## src/rtl/conv3x3_layer_engine.sv

```systemverilog
// 3x3 convolution layer engine: bias + IN_CH*9 taps, one MAC per cycle, over 1-cycle read ports.
// Latency: IN_CH*9+3 cycles per output pixel (BIAS, MAC taps, DRAIN, OUTPUT), +1 DONE cycle per layer.
// Backpressure: out_valid/out_data/out_f/out_row/out_col hold in OUTPUT until out_ready; no reads while held.
//
// Ports: clk/reset (async active-low); start/busy/done control; feat/wgt/bias read ports
// (strobe + address out, data back one cycle later); out_* result stream with valid/ready.
module conv3x3_layer_engine #(
    parameter int IN_CH   = 16,
    parameter int OUT_CH  = 32,
    parameter int H       = 14,
    parameter int W       = 14,
    parameter int DATA_W  = 32,
    parameter int WGT_W   = 8,
    parameter int ACC_W   = 40,
    parameter int STRIDE  = 1,
    parameter int PAD     = 1,
    parameter int RELU_EN = 1,
    localparam int OH     = (H + 2*PAD - 3) / STRIDE + 1,
    localparam int OW     = (W + 2*PAD - 3) / STRIDE + 1,
    localparam int FA_W   = (IN_CH*H*W > 1) ? $clog2(IN_CH*H*W) : 1,
    localparam int WA_W   = $clog2(OUT_CH*IN_CH*9),
    localparam int BA_W   = (OUT_CH > 1) ? $clog2(OUT_CH) : 1,
    localparam int ROW_W  = (OH > 1) ? $clog2(OH) : 1,
    localparam int COL_W  = (OW > 1) ? $clog2(OW) : 1
) (
    input  logic              clk,
    input  logic              reset,
    input  logic              start,
    output logic              busy,
    output logic              done,
    output logic              feat_rd_en,
    output logic [FA_W-1:0]   feat_rd_addr,
    input  logic [DATA_W-1:0] feat_rd_data,
    output logic              wgt_rd_en,
    output logic [WA_W-1:0]   wgt_rd_addr,
    input  logic [WGT_W-1:0]  wgt_rd_data,
    output logic              bias_rd_en,
    output logic [BA_W-1:0]   bias_rd_addr,
    input  logic [ACC_W-1:0]  bias_rd_data,
    output logic              out_valid,
    input  logic              out_ready,
    output logic [BA_W-1:0]   out_f,
    output logic [ROW_W-1:0]  out_row,
    output logic [COL_W-1:0]  out_col,
    output logic [DATA_W-1:0] out_data
);

    localparam int C_W = (IN_CH > 1) ? $clog2(IN_CH) : 1;
    localparam int PW  = DATA_W + WGT_W;

    localparam logic signed [ACC_W-1:0] SAT_MAX = {{(ACC_W-DATA_W+1){1'b0}}, {(DATA_W-1){1'b1}}};
    localparam logic signed [ACC_W-1:0] SAT_MIN = {{(ACC_W-DATA_W+1){1'b1}}, {(DATA_W-1){1'b0}}};
    localparam logic [DATA_W-1:0]       OUT_MAX = {1'b0, {(DATA_W-1){1'b1}}};
    localparam logic [DATA_W-1:0]       OUT_MIN = {1'b1, {(DATA_W-1){1'b0}}};

    typedef enum logic [2:0] {
        S_IDLE, S_BIAS, S_MAC, S_DRAIN, S_OUTPUT, S_DONE, S_WAIT_LOW
    } state_t;

    state_t state, state_nxt;

    logic [BA_W-1:0]         f;
    logic [ROW_W-1:0]        row;
    logic [COL_W-1:0]        col;
    logic [C_W-1:0]          c;
    logic [1:0]              m, n;
    logic                    first_q;   // previous cycle was BIAS: bias data on the port now
    logic                    tap_q;     // previous cycle issued a tap read: product on the ports now
    logic signed [ACC_W-1:0] acc;

    int   ir, ic, faddr, waddr;
    logic tap_inb, last_tap, last_pixel;

    // Tap geometry in plain integers so negative (padding) coordinates fall out naturally.
    always_comb begin
        ir      = int'(row) * STRIDE + int'(m) - PAD;
        ic      = int'(col) * STRIDE + int'(n) - PAD;
        tap_inb = (ir >= 0) && (ir < H) && (ic >= 0) && (ic < W);
        faddr   = int'(c) * H * W + ir * W + ic;
        waddr   = int'(f) * IN_CH * 9 + int'(c) * 9 + int'(m) * 3 + int'(n);
    end

    assign last_tap   = (c == C_W'(IN_CH-1)) && (m == 2'd2) && (n == 2'd2);
    assign last_pixel = (f == BA_W'(OUT_CH-1)) && (row == ROW_W'(OH-1)) && (col == COL_W'(OW-1));

    always_ff @(posedge clk or negedge reset) begin
        if (!reset) state <= S_IDLE;
        else        state <= state_nxt;
    end

    always_comb begin
        state_nxt  = state;
        busy       = 1'b0;
        done       = 1'b0;
        out_valid  = 1'b0;
        bias_rd_en = 1'b0;
        feat_rd_en = 1'b0;
        wgt_rd_en  = 1'b0;
        case (state)
            S_IDLE:     if (start) state_nxt = S_BIAS;
            S_BIAS: begin
                busy       = 1'b1;
                bias_rd_en = 1'b1;
                state_nxt  = S_MAC;
            end
            S_MAC: begin
                busy       = 1'b1;
                feat_rd_en = tap_inb;   // padding taps spend the cycle but read nothing
                wgt_rd_en  = tap_inb;
                if (last_tap) state_nxt = S_DRAIN;
            end
            S_DRAIN: begin
                busy      = 1'b1;
                state_nxt = S_OUTPUT;
            end
            S_OUTPUT: begin
                busy      = 1'b1;
                out_valid = 1'b1;
                if (out_ready) state_nxt = last_pixel ? S_DONE : S_BIAS;
            end
            S_DONE: begin
                done      = 1'b1;
                state_nxt = S_WAIT_LOW;
            end
            S_WAIT_LOW: if (!start) state_nxt = S_IDLE;
            default:    state_nxt = S_IDLE;
        endcase
    end

    assign feat_rd_addr = feat_rd_en ? FA_W'(faddr) : '0;
    assign wgt_rd_addr  = wgt_rd_en  ? WA_W'(waddr) : '0;
    assign bias_rd_addr = bias_rd_en ? f : '0;

    logic signed [PW-1:0]    feat_x, wgt_x, prod;
    logic signed [ACC_W-1:0] prod_ext;

    assign feat_x   = PW'($signed(feat_rd_data));
    assign wgt_x    = PW'($signed(wgt_rd_data));
    assign prod     = feat_x * wgt_x;   // exact: the true product fits in PW bits
    assign prod_ext = ACC_W'(prod);

    always_ff @(posedge clk or negedge reset) begin
        if (!reset) begin
            f       <= '0;
            row     <= '0;
            col     <= '0;
            c       <= '0;
            m       <= '0;
            n       <= '0;
            first_q <= 1'b0;
            tap_q   <= 1'b0;
            acc     <= '0;
        end else begin
            first_q <= (state == S_BIAS);
            tap_q   <= feat_rd_en;
            case (state)
                S_IDLE: if (start) begin
                    f   <= '0;
                    row <= '0;
                    col <= '0;
                    c   <= '0;
                    m   <= '0;
                    n   <= '0;
                end
                S_MAC: begin
                    // The last tap wraps c/m/n back to zero, ready for the next pixel.
                    if (n == 2'd2) begin
                        n <= '0;
                        if (m == 2'd2) begin
                            m <= '0;
                            c <= (c == C_W'(IN_CH-1)) ? '0 : c + C_W'(1);
                        end else begin
                            m <= m + 2'd1;
                        end
                    end else begin
                        n <= n + 2'd1;
                    end
                end
                S_OUTPUT: if (out_ready) begin
                    if (col == COL_W'(OW-1)) begin
                        col <= '0;
                        if (row == ROW_W'(OH-1)) begin
                            row <= '0;
                            f   <= (f == BA_W'(OUT_CH-1)) ? '0 : f + BA_W'(1);
                        end else begin
                            row <= row + ROW_W'(1);
                        end
                    end else begin
                        col <= col + COL_W'(1);
                    end
                end
                default: ;
            endcase
            if (first_q)    acc <= $signed(bias_rd_data);
            else if (tap_q) acc <= acc + prod_ext;
        end
    end

    assign out_f   = f;
    assign out_row = row;
    assign out_col = col;

    logic signed [ACC_W-1:0] relu_v;

    always_comb begin
        relu_v = ((RELU_EN != 0) && (acc < 0)) ? '0 : acc;
        if (relu_v > SAT_MAX)      out_data = OUT_MAX;
        else if (relu_v < SAT_MIN) out_data = OUT_MIN;
        else                       out_data = relu_v[DATA_W-1:0];
    end

endmodule
```

## config.mk

```make
export PLATFORM = sky130hd
export DESIGN_NAME = conv3x3_layer_engine
export DESIGN_NICKNAME = d
export VERILOG_FILES = /design/src/rtl/conv3x3_layer_engine.sv
export SDC_FILE = /design/constraint.sdc
export NUM_CORES = 1
export LEC_CHECK = 0
export BUFFER_PORTS_ARGS = -buffer_cell sky130_fd_sc_hd__buf_4
export CORE_MARGIN = 5
export CORE_UTILIZATION = 49
export CTS_CLUSTER_DIAMETER = 40
export DETAILED_ROUTE_END_ITERATION = 7
export PLACE_DENSITY = 0.71
export RECOVER_POWER = 25
export SLEW_MARGIN = 20
export SYNTH_ARGS = -nofsm -noshare
export SYNTH_HDL_FRONTEND = slang
export SYNTH_SLANG_ARGS = --single-unit
export TNS_END_PERCENT = 5
```

## constraint.sdc

```tcl
create_clock -name clk -period 6.2 [get_ports clk]
set_input_delay 0.93 -clock clk [delete_from_list [all_inputs] [get_ports clk]]
set_output_delay 0.93 -clock clk [all_outputs]
set_load 0.05 [all_outputs]
```

* Yosys cells after proc, flatten, opt, wreduce, memory -nomap -nowiden
Cells that the tools add are included.
Cells by class: add/subtract/negate cells 16, multiply operators 7, order comparisons 7, equal/unequal tests 20, muxes and demuxes 43, reduce and logical (&&, ||, !) cells 19
Operators with widths (number):
- $mux 40 | 3
- $mux 32 | 2
- $add 40x40->40 | 1
- $gt 40x32->1 const B | 1
- $lt 40x1->1 const B | 1
- $lt 40x32->1 const B | 1
- $mul 32x8->40 | 1
- $mux 4 | 9
- $mux 5 | 6
- $pmux 4 s2 | 3
- $pmux 3 s7 | 1
- $ne 2x2->1 const B | 8
- $mux 3 | 5
- $add 13x2->13 | 1
- $add 13x4->13 | 1
- $add 13x8->13 | 1
- $mux 13 | 1
- $add 12x11->12 | 1
- $add 12x6->12 | 1
- $add 4x1->4 const B | 3
- $eq 4x4->1 const B | 3
- $ge 6x1->1 const B | 2
- $lt 6x5->1 const B | 2
- $mux 12 | 1
- 27 further kinds | 53
Storage, ports and cells: flip-flop bits (word level) 66, input port bits 84, output and inout port bits 81, word-level logic and storage cells 122

* Depth between registers and ports, before layout
Gate-level depths: netlist of run 1.
depth in word-level cells 8, depth in mapped cells 27, depth with buffers taken out 25

* Worst setup path before layout of run 1
Ideal clock, no wire load.
kind register -> output, start register row[0] (netlist: out_row[0]), end output port feat_rd_addr[11], data arrival time 6.074 ns, required time 5.270 ns, setup slack -0.804 ns, stages on the path, launching flop included 25, buffers on the path 1, cell sequence dfrtp_1 -> clkbuf_1 -> inv_1 -> ha_1 -> inv_1 -> ha_1 -> fa_1 -> ha_1 -> inv_1 -> fa_1 -> inv_1 -> ha_1 -> a21o_1 -> a21oi_1 -> o21bai_1 -> a21oi_1 -> xnor2_1 -> fa_1 -> inv_1 -> ha_1 -> o41ai_1 -> o21ai_0 -> xor2_1 -> xnor3_1 -> nor2_1
On the way: cells in the longest elaborated chain, start to end 8, elaborated cells between the ends (all ways) 12, classes of those cells add/sub (4); mul (1); order compare (2); mux (2); reduce/logical (3)
RTL lines:
- start, declared | line 63 | logic [ROW_W-1:0] row;
- start signal, assigned | line 186 | row <= row + ROW_W'(1);
- $add 4x2->5 (*) | line 76 | ir = int'(row) * STRIDE + int'(m) - PAD;
- $sub 5x1->6 (*) | line 76
- branches (longest 5 deep; another with $add 12x11->12)
- $mux 12 (*) | line 130 | assign feat_rd_addr = feat_rd_en ? FA_W'(faddr) : '0;
- end, declared | line 32 | output logic [FA_W-1:0] feat_rd_addr,
Mark *: on every way between the ends.

* Final worst setup path of run 1
start register m[1], end output port feat_rd_addr[11]
On the way: cells in the longest elaborated chain, start to end 8, elaborated cells between the ends (all ways) 12, classes of those cells add/sub (4); mul (1); order compare (2); mux (2); reduce/logical (3)
RTL lines:
- start, declared | line 66 | logic [1:0] m, n;
- start signal, assigned | line 173 | m <= m + 2'd1;
- $add 4x2->5 (*) | line 76
- $sub 5x1->6 (*) | line 76
- branches (longest 5 deep; another with $add 12x11->12)
- $mux 12 (*) | line 130
Marks and branches as above.

==> results.cfg, run 1 <==
[routing]
drtIter0Drc = 699
drt.antenna.violating_nets = 0
routed_wl_um = 43000
first_pass_iters = 5
wl_per_cell_um = 18.2
drt-vias-per-instance = 5.59
drc = 0
vias = 13200

[cells_and_area]
finalCoreUtilization_pct = 56.9
nets = 2441
multi_input_area_mm2 = 0.0134
antenna_cells = 0
register_area_mm2 = 0.00166
n_fill_cell = 2900
final_cells = 2367
drive_gt1_share_pct = 15.4
area_delta_synth_final_pct = 15.2

[cts]
cts.clk_slew.worst_paths_ns = 0.06
cts_tree = done
cts_buffers = 9
root_buffer = clkbuf_16
hold_buffers = 0
cts.sinks = 66
clock_latency_ns = 0.36
htreeDepth = 3
cts_buffer_depth = 2

[yosys]
synth-compound-area-share_pct = 12.7
synthXorXnorAreaFrac_pct = 4.51
async_flop_share_pct = 100
syn_inst = 1771
avgSynthCellArea_um2 = 9.03
synth_area_mm2 = 0.0160
synth_mux_area_share_pct = 1.54
syn-num-nets = 2292
synth_top_family_by_area = adder cells
yosys.area_share.simple_pct = 16.5
yosysUniqueCellTypes = 75
synth_fa_ha_area_share_pct = 46.7
synth_seq_area_share_pct = 10.3
ys_ff_latch = 66
synth-edff-count = 0
synth_top_flop_cell = dfrtp_1
yosysWarnings = 0

[placed_design]
port-buffer-count = 163
place.gp.congestion = 0.939
hpwl_um = 34900
dp_slack_ns = -0.0314
placed_cells = 2346

[sta]
hold_viol = 0
rsz0062_at_grt = true
finalCriticalPeriod_ns = 6.52
worstMarginPinSlew_ns = 3.95
clock_skew_ns = 0.0106
setup_violations = 3
finalSetupTns_ns = -0.461
finalMaxSlewViolations = 67
period_share_pct = 105
timing.final.ws_setup_ns = -0.318
fmax_mhz = 153
slew_headroom_pct = -163

[floorplanning]
fp.dieArea_mm2 = 0.0363
die_h_um = 191
core_mm2 = 0.0324
rows = 66
start_util_pct = 49.4
ios = 165
die_x_um = 191

[grt]
grt_max_degree = 94
grt-ovfl-total = 0
first_global_vias = 13900
antenna_found_initial = 0
grt.total_usage_pct = 24.3
grt_pass1_wl_um = 71300

[setup_path]
arrival_ns = 5.59
endpoint_kind = output port
cp.required_ns = 5.27
crit_path_max_fanout = 4
crit_type = reg -> out
startpoint_type = register

[run]
maxCapViolations = 1

[min_path]
hold_path.class = reg -> reg

[outcome]
violations = max-capacitance violations, max-slew violations, negative setup slack
status = finished with violations
==> routing by layer <==
layer  wire length [µm]  up-vias  track usage, %
met5                  0        -               0
met4               1090        0            6.33
met3               3050       69            4.52
met2              20900      467            40.9
met1              18000     6653            32.4
li1                   -     6048               -
==> logic make-up (layout without fill, tap and decap cells) <==
group | count (synthesis) | count (layout)
AND/OR/NAND/NOR | 530 | 530
adder cells (fa/ha/maj) | 437 | 437
buffers and inverters | 320 | 474
AO/OA/AOI/OAI | 313 | 313
XOR/XNOR | 80 | 80
flip-flops | 66 | 66
multiplexers | 24 | 24
other | 1 | 1
==> registers in the layout, indices dropped and copies added, names as in the netlist, 2 cells and up <==
name	flops
acc	40
out_f	5
n	2
m	2
state	3
out_row	4
c	4
out_col	4
==> synthesized netlist by cell type (4+ instances only) <==
library cell  instances  area share, %
o311ai_1              5           0.27
a211o_1               4           0.22
o21bai_1             11           0.52
clkbuf_1             59            1.4
and2_1              168            6.6
nand2_1             159            3.7
fa_1                266             33
xor2_1               28            1.5
mux2i_1              19            1.2
o21a_1                4           0.19
inv_1               247            5.8
nor4_1                6           0.23
o22ai_1               4           0.16
ha_1                171             13
nor2_1               95            2.2
o311ai_0              4           0.22
xnor2_1              50            2.7
buf_2                 6           0.19
nor3_1               24           0.75
a211oi_1             11           0.52
or3_1                 4           0.16
nand3_1              26           0.81
a31oi_1              36            1.4
a21o_1               23            1.1
o21ai_0              78            2.4
o21ai_1               4           0.13
nor2b_1              11           0.43
a21boi_0              4           0.19
dfrtp_1              66             10
buf_4                 4           0.19
nand2b_1             11           0.43
and3_1                7           0.27
o31ai_1               8           0.38
nand3b_1              6           0.28
nand4_1               5           0.20
a21oi_1              79            2.5
==> worst max-delay path, cell delays in order, from the launching register on <==
cell	delay, ns
dfrtp_1	0.36
inv_2	0.05
ha_4	0.26
inv_2	0.04
ha_4	0.16
fa_2	0.51
ha_4	0.29
inv_2	0.03
fa_1	0.49
inv_2	0.07
ha_4	0.26
a21o_1	0.11
a21oi_2	0.06
o21bai_1	0.17
a21oi_2	0.09
o31ai_1	0.21
nand2_1	0.16
xnor2_2	0.22
fa_1	0.48
ha_4	0.31
nand2_2	0.05
o21ai_2	0.14
xor2_1	0.18
xnor3_1	0.27
nor2_4	0.10
buf_6	0.16
==> final cells by class <==
| cell class | instances | share of cell area [%] |
|---|---|---|
| inverters | 250 | 5.12 |
| repair buffers | 208 | 8.55 |
| flip-flops and latches | 66 | 9.01 |
| well taps | 442 | 3.00 |
| multi-input cells | 1385 | 72.5 |
| clock inverters | 7 | 0.557 |
| clock buffers | 9 | 1.22 |
==> worst paths after layout <==
kind | startpoint | endpoint | slack (ns) | depth (start not counted)
hold / removal | n[0]$_DFFE_PN0P_ | n[0]$_DFFE_PN0P_ | 0.53 | 1
setup / recovery | m[1]$_DFFE_PN0P_ | feat_rd_addr[11] | -0.32 | 25
setup reg to reg | acc[6]$_DFFE_PN0P_ | acc[21]$_DFFE_PN0P_ | 1.01 | 18
hold reg to reg | n[0]$_DFFE_PN0P_ | n[0]$_DFFE_PN0P_ | 0.53 | 1
min in group asynchronous | reset | out_row[0]$_DFFE_PN0P_ | 1.93 | 1
max in group asynchronous | reset | first_q$_DFF_PN0_ | 1.73 | 1
==> what timing repair did <==
action,4_1_cts,5_1_grt
resized for setup,8,9
buffers inserted,3,2
pin swaps,16,17
endpoints found under the setup margin,3,3
==> placed cells by master, fill, tap and decap left out, drive strengths merged, types with 4 or more instances in the layout <==
master	Yosys	layout
and3	7	7
nor2b	11	11
fa	266	266
o22ai	4	4
o211ai	4	4
a21boi	4	4
nand2	159	159
o21a	5	5
o21bai	12	12
dfrtp	66	66
or3	4	4
mux2	5	5
ha	171	171
o21ai	82	82
buf	11	207
nand2b	11	11
xnor2	51	51
clkbuf	59	10
a21o	23	23
nand3	26	26
a31oi	36	36
nand4	5	5
inv	250	251
a21oi	82	82
a211o	5	5
nor3	24	24
o31ai	8	8
nor4	6	6
xor2	28	28
o311ai	9	9
and2	168	168
nor2	95	95
a211oi	13	13
mux2i	19	19
nand3b	6	6
==> per-stage QoR <==
| step | area [µm²] | hold WS [ns] |
|---|---|---|
| after floorplan | 16200 | 0.482 |
| after global placement | 18000 | 0.515 |
| after detailed placement | 18000 | 0.521 |
| after CTS | 18400 | 0.533 |
| after global routing | 18400 | 0.556 |
| final | 18400 | 0.533 |
Power of run 1 is left out: the tool's default activity adds up to more than one toggle a clock period on the data nets, which glitch-free logic cannot reach.
==> run 2, diff against run 1 <==
Settings changed: CTS_BUF_LIST set to sky130_fd_sc_hd__clkbuf_4 sky130_fd_sc_hd__clkbuf_8.
==> results.cfg, run 2 (same netlist as run 1, synthesis figures left out) <==
[floorplanning]
start_util_pct = 49.4
die_x_um = 191
rows = 66
ios = 165
core_mm2 = 0.0324
fp.dieArea_mm2 = 0.0363
die_h_um = 191

[cells_and_area]
largest_reg_flops = 40
multi_input_area_mm2 = 0.0133
nets = 2442
finalInstanceArea_mm2 = 0.0183
drive_gt1_share_pct = 15.2
final_cell_mix = fa_1, inv_1, buf_4, and2_1, ha_1
area_delta_synth_final_pct = 14.5
antenna_cells = 0
final_cells = 2368
n_fill_cell = 2905
register_area_mm2 = 0.00166
regMostFlops = acc
final_common_cell = fa_1

[setup_path]
crit_slowest_cell = fa_2
startpoint_type = register
cp.required_ns = 5.27
reg2reg_depth = 18
r2r_setup_slack_ns = 1.02
crit_type = reg -> out
reg2reg_to = acc[21]$_DFFE_PN0P_
endpoint_kind = output port
crit_path_max_fanout = 4
timing.rr.start = acc[6]$_DFFE_PN0P_
path_buf_inv = 5
crit_family = adder cells
cpMostUsedCell = ha_4
max_stage_delay_ns = 0.50
arrival_ns = 5.58

[sta]
fmax_mhz = 154
finalCriticalPeriod_ns = 6.51
slew_headroom_pct = -165
setup_violations = 3
worstMarginPinSlew_ns = 3.97
period_share_pct = 105
hold_viol = 0
rsz0062_at_grt = true
clock_skew_ns = 0.0136
finalSetupTns_ns = -0.473
finalMaxSlewViolations = 67
timing.final.ws_setup_ns = -0.307

[cts]
cts.sinks = 66
clock_latency_ns = 0.39
cts.clk_slew.worst_paths_ns = 0.09
cts_buffer_depth = 2
htreeDepth = 3
hold_buffers = 0
root_buffer = clkbuf_8
cts_tree = done
cts_buffers = 9

[grt]
grt.total_usage_pct = 24.3
first_global_vias = 13900
antenna_found_initial = 0
grt_max_degree = 94
grt_pass1_wl_um = 71400
grt-ovfl-total = 0

[routing]
drtIter0Drc = 732
topRoutingLayerUsed = met4
wl_per_cell_um = 18.1
met3_length_um = 2920
first_pass_iters = 7
drc = 0
routed_wl_um = 42900
routedLengthMet1_um = 18000
wl_met2_um = 20900
vias = 13200
drt.antenna.violating_nets = 0
drt-vias-per-instance = 5.59

[outcome]
violations = max-capacitance violations, max-slew violations, negative setup slack
status = finished with violations

[placed_design]
port-buffer-count = 163
placed_area_mm2 = 0.0180
place.gp.congestion = 0.939
placed_cells = 2346
hpwl_um = 34900

[run]
maxCapViolations = 1

[min_path]
min_from = n[0]$_DFFE_PN0P_
worstHoldEndpoint = n[0]$_DFFE_PN0P_
hold_path.class = reg -> reg
hold_depth = 1
## run 2: worst max path at each step
| stage | slack, ns | cells after the start | startpoint | to |
|---|---|---|---|---|
| finish | -0.31 | 25 | out_row[1]$_DFFE_PN0P_ | feat_rd_addr[11] |
| global route | -0.53 | 25 | out_row[1]$_DFFE_PN0P_ | feat_rd_addr[11] |
| CTS | -0.34 | 25 | out_row[1]$_DFFE_PN0P_ | feat_rd_addr[11] |
| detailed placement | -0.03 | 17 | feat_rd_data[0] | acc[39]$_DFFE_PN0P_ |
| global placement | -0.04 | 17 | feat_rd_data[0] | acc[35]$_DFFE_PN0P_ |
| floorplan | -0.005 | 25 | out_row[0]$_DFFE_PN0P_ | feat_rd_addr[11] |
## run 2: per-layer routing
layer  track usage (%)  vias to the layer above
li1                  -                     6055
met1              32.5                     6626
met2              40.8                      469
met3              4.61                       76
met4              6.05                        0
met5                 0                        -
## run 2: cell type report
class	instances	area share (%)
clock inverter	7	0.561
multi-input combinational	1385	72.8
timing repair buffer	209	8.68
clock buffer	9	0.677
inverter	250	5.15
sequential	66	9.07
tap	442	3.02
## run 2: stage by stage
step / utilization (%) / hold slack, ns / setup slack, ns
after detailed placement: 55.5 / 0.521 / -0.0314
final: 56.5 / 0.539 / -0.307
after CTS: 56.5 / 0.537 / -0.341
after global routing: 56.5 / 0.561 / -0.535
after floorplan: - / 0.482 / -0.00494
after global placement: 55.5 / 0.515 / -0.0367
## run 2: repair_timing
| item | 4_1_cts | 5_1_grt |
|---|---|---|
| pin swaps | 17 | 11 |
| endpoints found under the setup margin | 4 | 4 |
| endpoints found under the hold margin | 0 | 0 |
| setup buffers | 3 | 3 |
| cloned | 0 | 0 |
| resized for setup | 10 | 4 |
Power of run 2 is left out for the same reason.
==> run 3, diff against run 2 <==
Settings changed: CORE_UTILIZATION 49 to 45, PLACE_DENSITY 0.71 to 0.66.
==> results.cfg, run 3 (same netlist as run 1, synthesis figures left out) <==
[cts]
cts.sinks = 66
root_buffer = clkbuf_8
cts_tree = done
clock_latency_ns = 0.39
cts.clk_slew.worst_paths_ns = 0.08
cts_buffer_depth = 2
htreeDepth = 3
hold_buffers = 0
cts_buffers = 9

[cells_and_area]
drive_gt1_share_pct = 15.5
final_common_cell = fa_1
n_fill_cell = 3274
nets = 2444
final_cells = 2389
final_cell_mix = fa_1, inv_1, buf_4, and2_1, ha_1
antenna_cells = 0
area_delta_synth_final_pct = 14.8
largest_reg_flops = 40
finalInstanceArea_mm2 = 0.0184
regMostFlops = acc

[routing]
drt.antenna.violating_nets = 0
vias = 13100
drtIter0Drc = 690
wl_per_cell_um = 18.2
first_pass_iters = 5
drt-vias-per-instance = 5.49
drc = 0
routed_wl_um = 43400

[floorplanning]
core_mm2 = 0.0353
rows = 69
start_util_pct = 45.3
fp.dieArea_mm2 = 0.0394
die_x_um = 199
ios = 165
die_h_um = 199

[setup_path]
arrival_ns = 5.60
crit_type = reg -> out
reg2reg_to = acc[39]$_DFFE_PN0P_
endpoint_kind = output port
timing.rr.start = acc[6]$_DFFE_PN0P_
startpoint_type = register
r2r_setup_slack_ns = 0.95
reg2reg_depth = 18
crit_path_max_fanout = 2
cp.required_ns = 5.27

[min_path]
min_from = n[0]$_DFFE_PN0P_
worstHoldEndpoint = n[0]$_DFFE_PN0P_
hold_depth = 1
hold_path.class = reg -> reg

[sta]
setup_violations = 3
rsz0062_at_grt = true
timing.final.ws_setup_ns = -0.327
finalCriticalPeriod_ns = 6.53
worstMarginPinSlew_ns = 4.01
finalMaxSlewViolations = 67
slew_headroom_pct = -167
period_share_pct = 105
fmax_mhz = 153
hold_viol = 0
clock_skew_ns = 0.0112

[placed_design]
dp_slack_ns = -0.0695
port-buffer-count = 163
placed_cells = 2366
hpwl_um = 34900
place.gp.congestion = 0.909
placed_area_mm2 = 0.0180

[run]
maxCapViolations = 1

[outcome]
violations = max-capacitance violations, max-slew violations, negative setup slack
status = finished with violations

[grt]
grt-ovfl-total = 0
first_global_vias = 13800
grt_pass1_wl_um = 71500
antenna_found_initial = 4
grt_max_degree = 94
grt.total_usage_pct = 22.6
==> run 3: cell type report <==
cell class | instances | area (µm²) | share of cell area [%]
repair buffers | 211 | 1620 | 8.83
multi-input cells | 1385 | 13400 | 72.8
clock inverters | 4 | 25.0 | 0.136
well taps | 461 | 577 | 3.14
inverters | 250 | 943 | 5.14
flip-flops and latches | 66 | 1660 | 9.05
clock buffers | 12 | 165 | 0.900
==> run 3: how the worst max path moves through the flow <==
stage / start / end / cells past startpoint
detailed placement: wgt_rd_data[3] / acc[39]$_DFFE_PN0P_ / 17
global route: m[1]$_DFFE_PN0P_ / feat_rd_addr[11] / 26
finish: m[1]$_DFFE_PN0P_ / feat_rd_addr[11] / 26
CTS: m[1]$_DFFE_PN0P_ / feat_rd_addr[11] / 26
global placement: out_row[1]$_DFFE_PN0P_ / feat_rd_addr[11] / 22
floorplan: out_row[0]$_DFFE_PN0P_ / feat_rd_addr[11] / 25
==> run 3: worst max-delay path: stages, from the launching register on <==
cell and delay [ns]:
dfrtp_1 0.37, inv_2 0.05, ha_4 0.25, inv_2 0.04, ha_4 0.15, fa_2 0.50, ha_4 0.29, inv_2 0.03
fa_1 0.51, inv_2 0.06, ha_4 0.20, a21o_1 0.16, a21oi_2 0.18, o21bai_1 0.09, a21oi_2 0.19, xnor2_1 0.12
fa_1 0.55, inv_2 0.06, ha_4 0.25, inv_2 0.04, o21bai_4 0.12, o41ai_4 0.11, o21ai_1 0.17, xor2_1 0.18
xnor3_1 0.27, nor2_4 0.09, buf_6 0.17
==> run 3: repair_timing <==
item | CTS | global route
pin swaps | 4 | 19
hold endpoints to repair | 0 | 0
buffers inserted | 2 | 5
setup endpoints to repair | 3 | 4
gates resized for setup | 8 | 9
==> run 3: metal layers <==
layer | up-vias | track usage [%] | share of wire, % | wire length, µm
met3 | 76 | 5.10 | 7.2 | 3130
li1 | 6053 | - | - | -
met5 | - | 0 | 0.14 | 61
met2 | 426 | 37.2 | 48 | 20800
met4 | 8 | 5.90 | 2.4 | 1050
met1 | 6545 | 30.3 | 42 | 18400
==> run 3: metrics by stage <==
step	hold WS [ns]	setup TNS, ns	util, %
after detailed placement	0.524	-0.187	51.0
after global routing	0.558	-1.19	52.0
final	0.537	-0.400	52.0
after global placement	0.519	0	51.0
after CTS	0.537	-0.543	51.8
after floorplan	0.482	-0.00494	-
Power of run 3 is left out for the same reason.
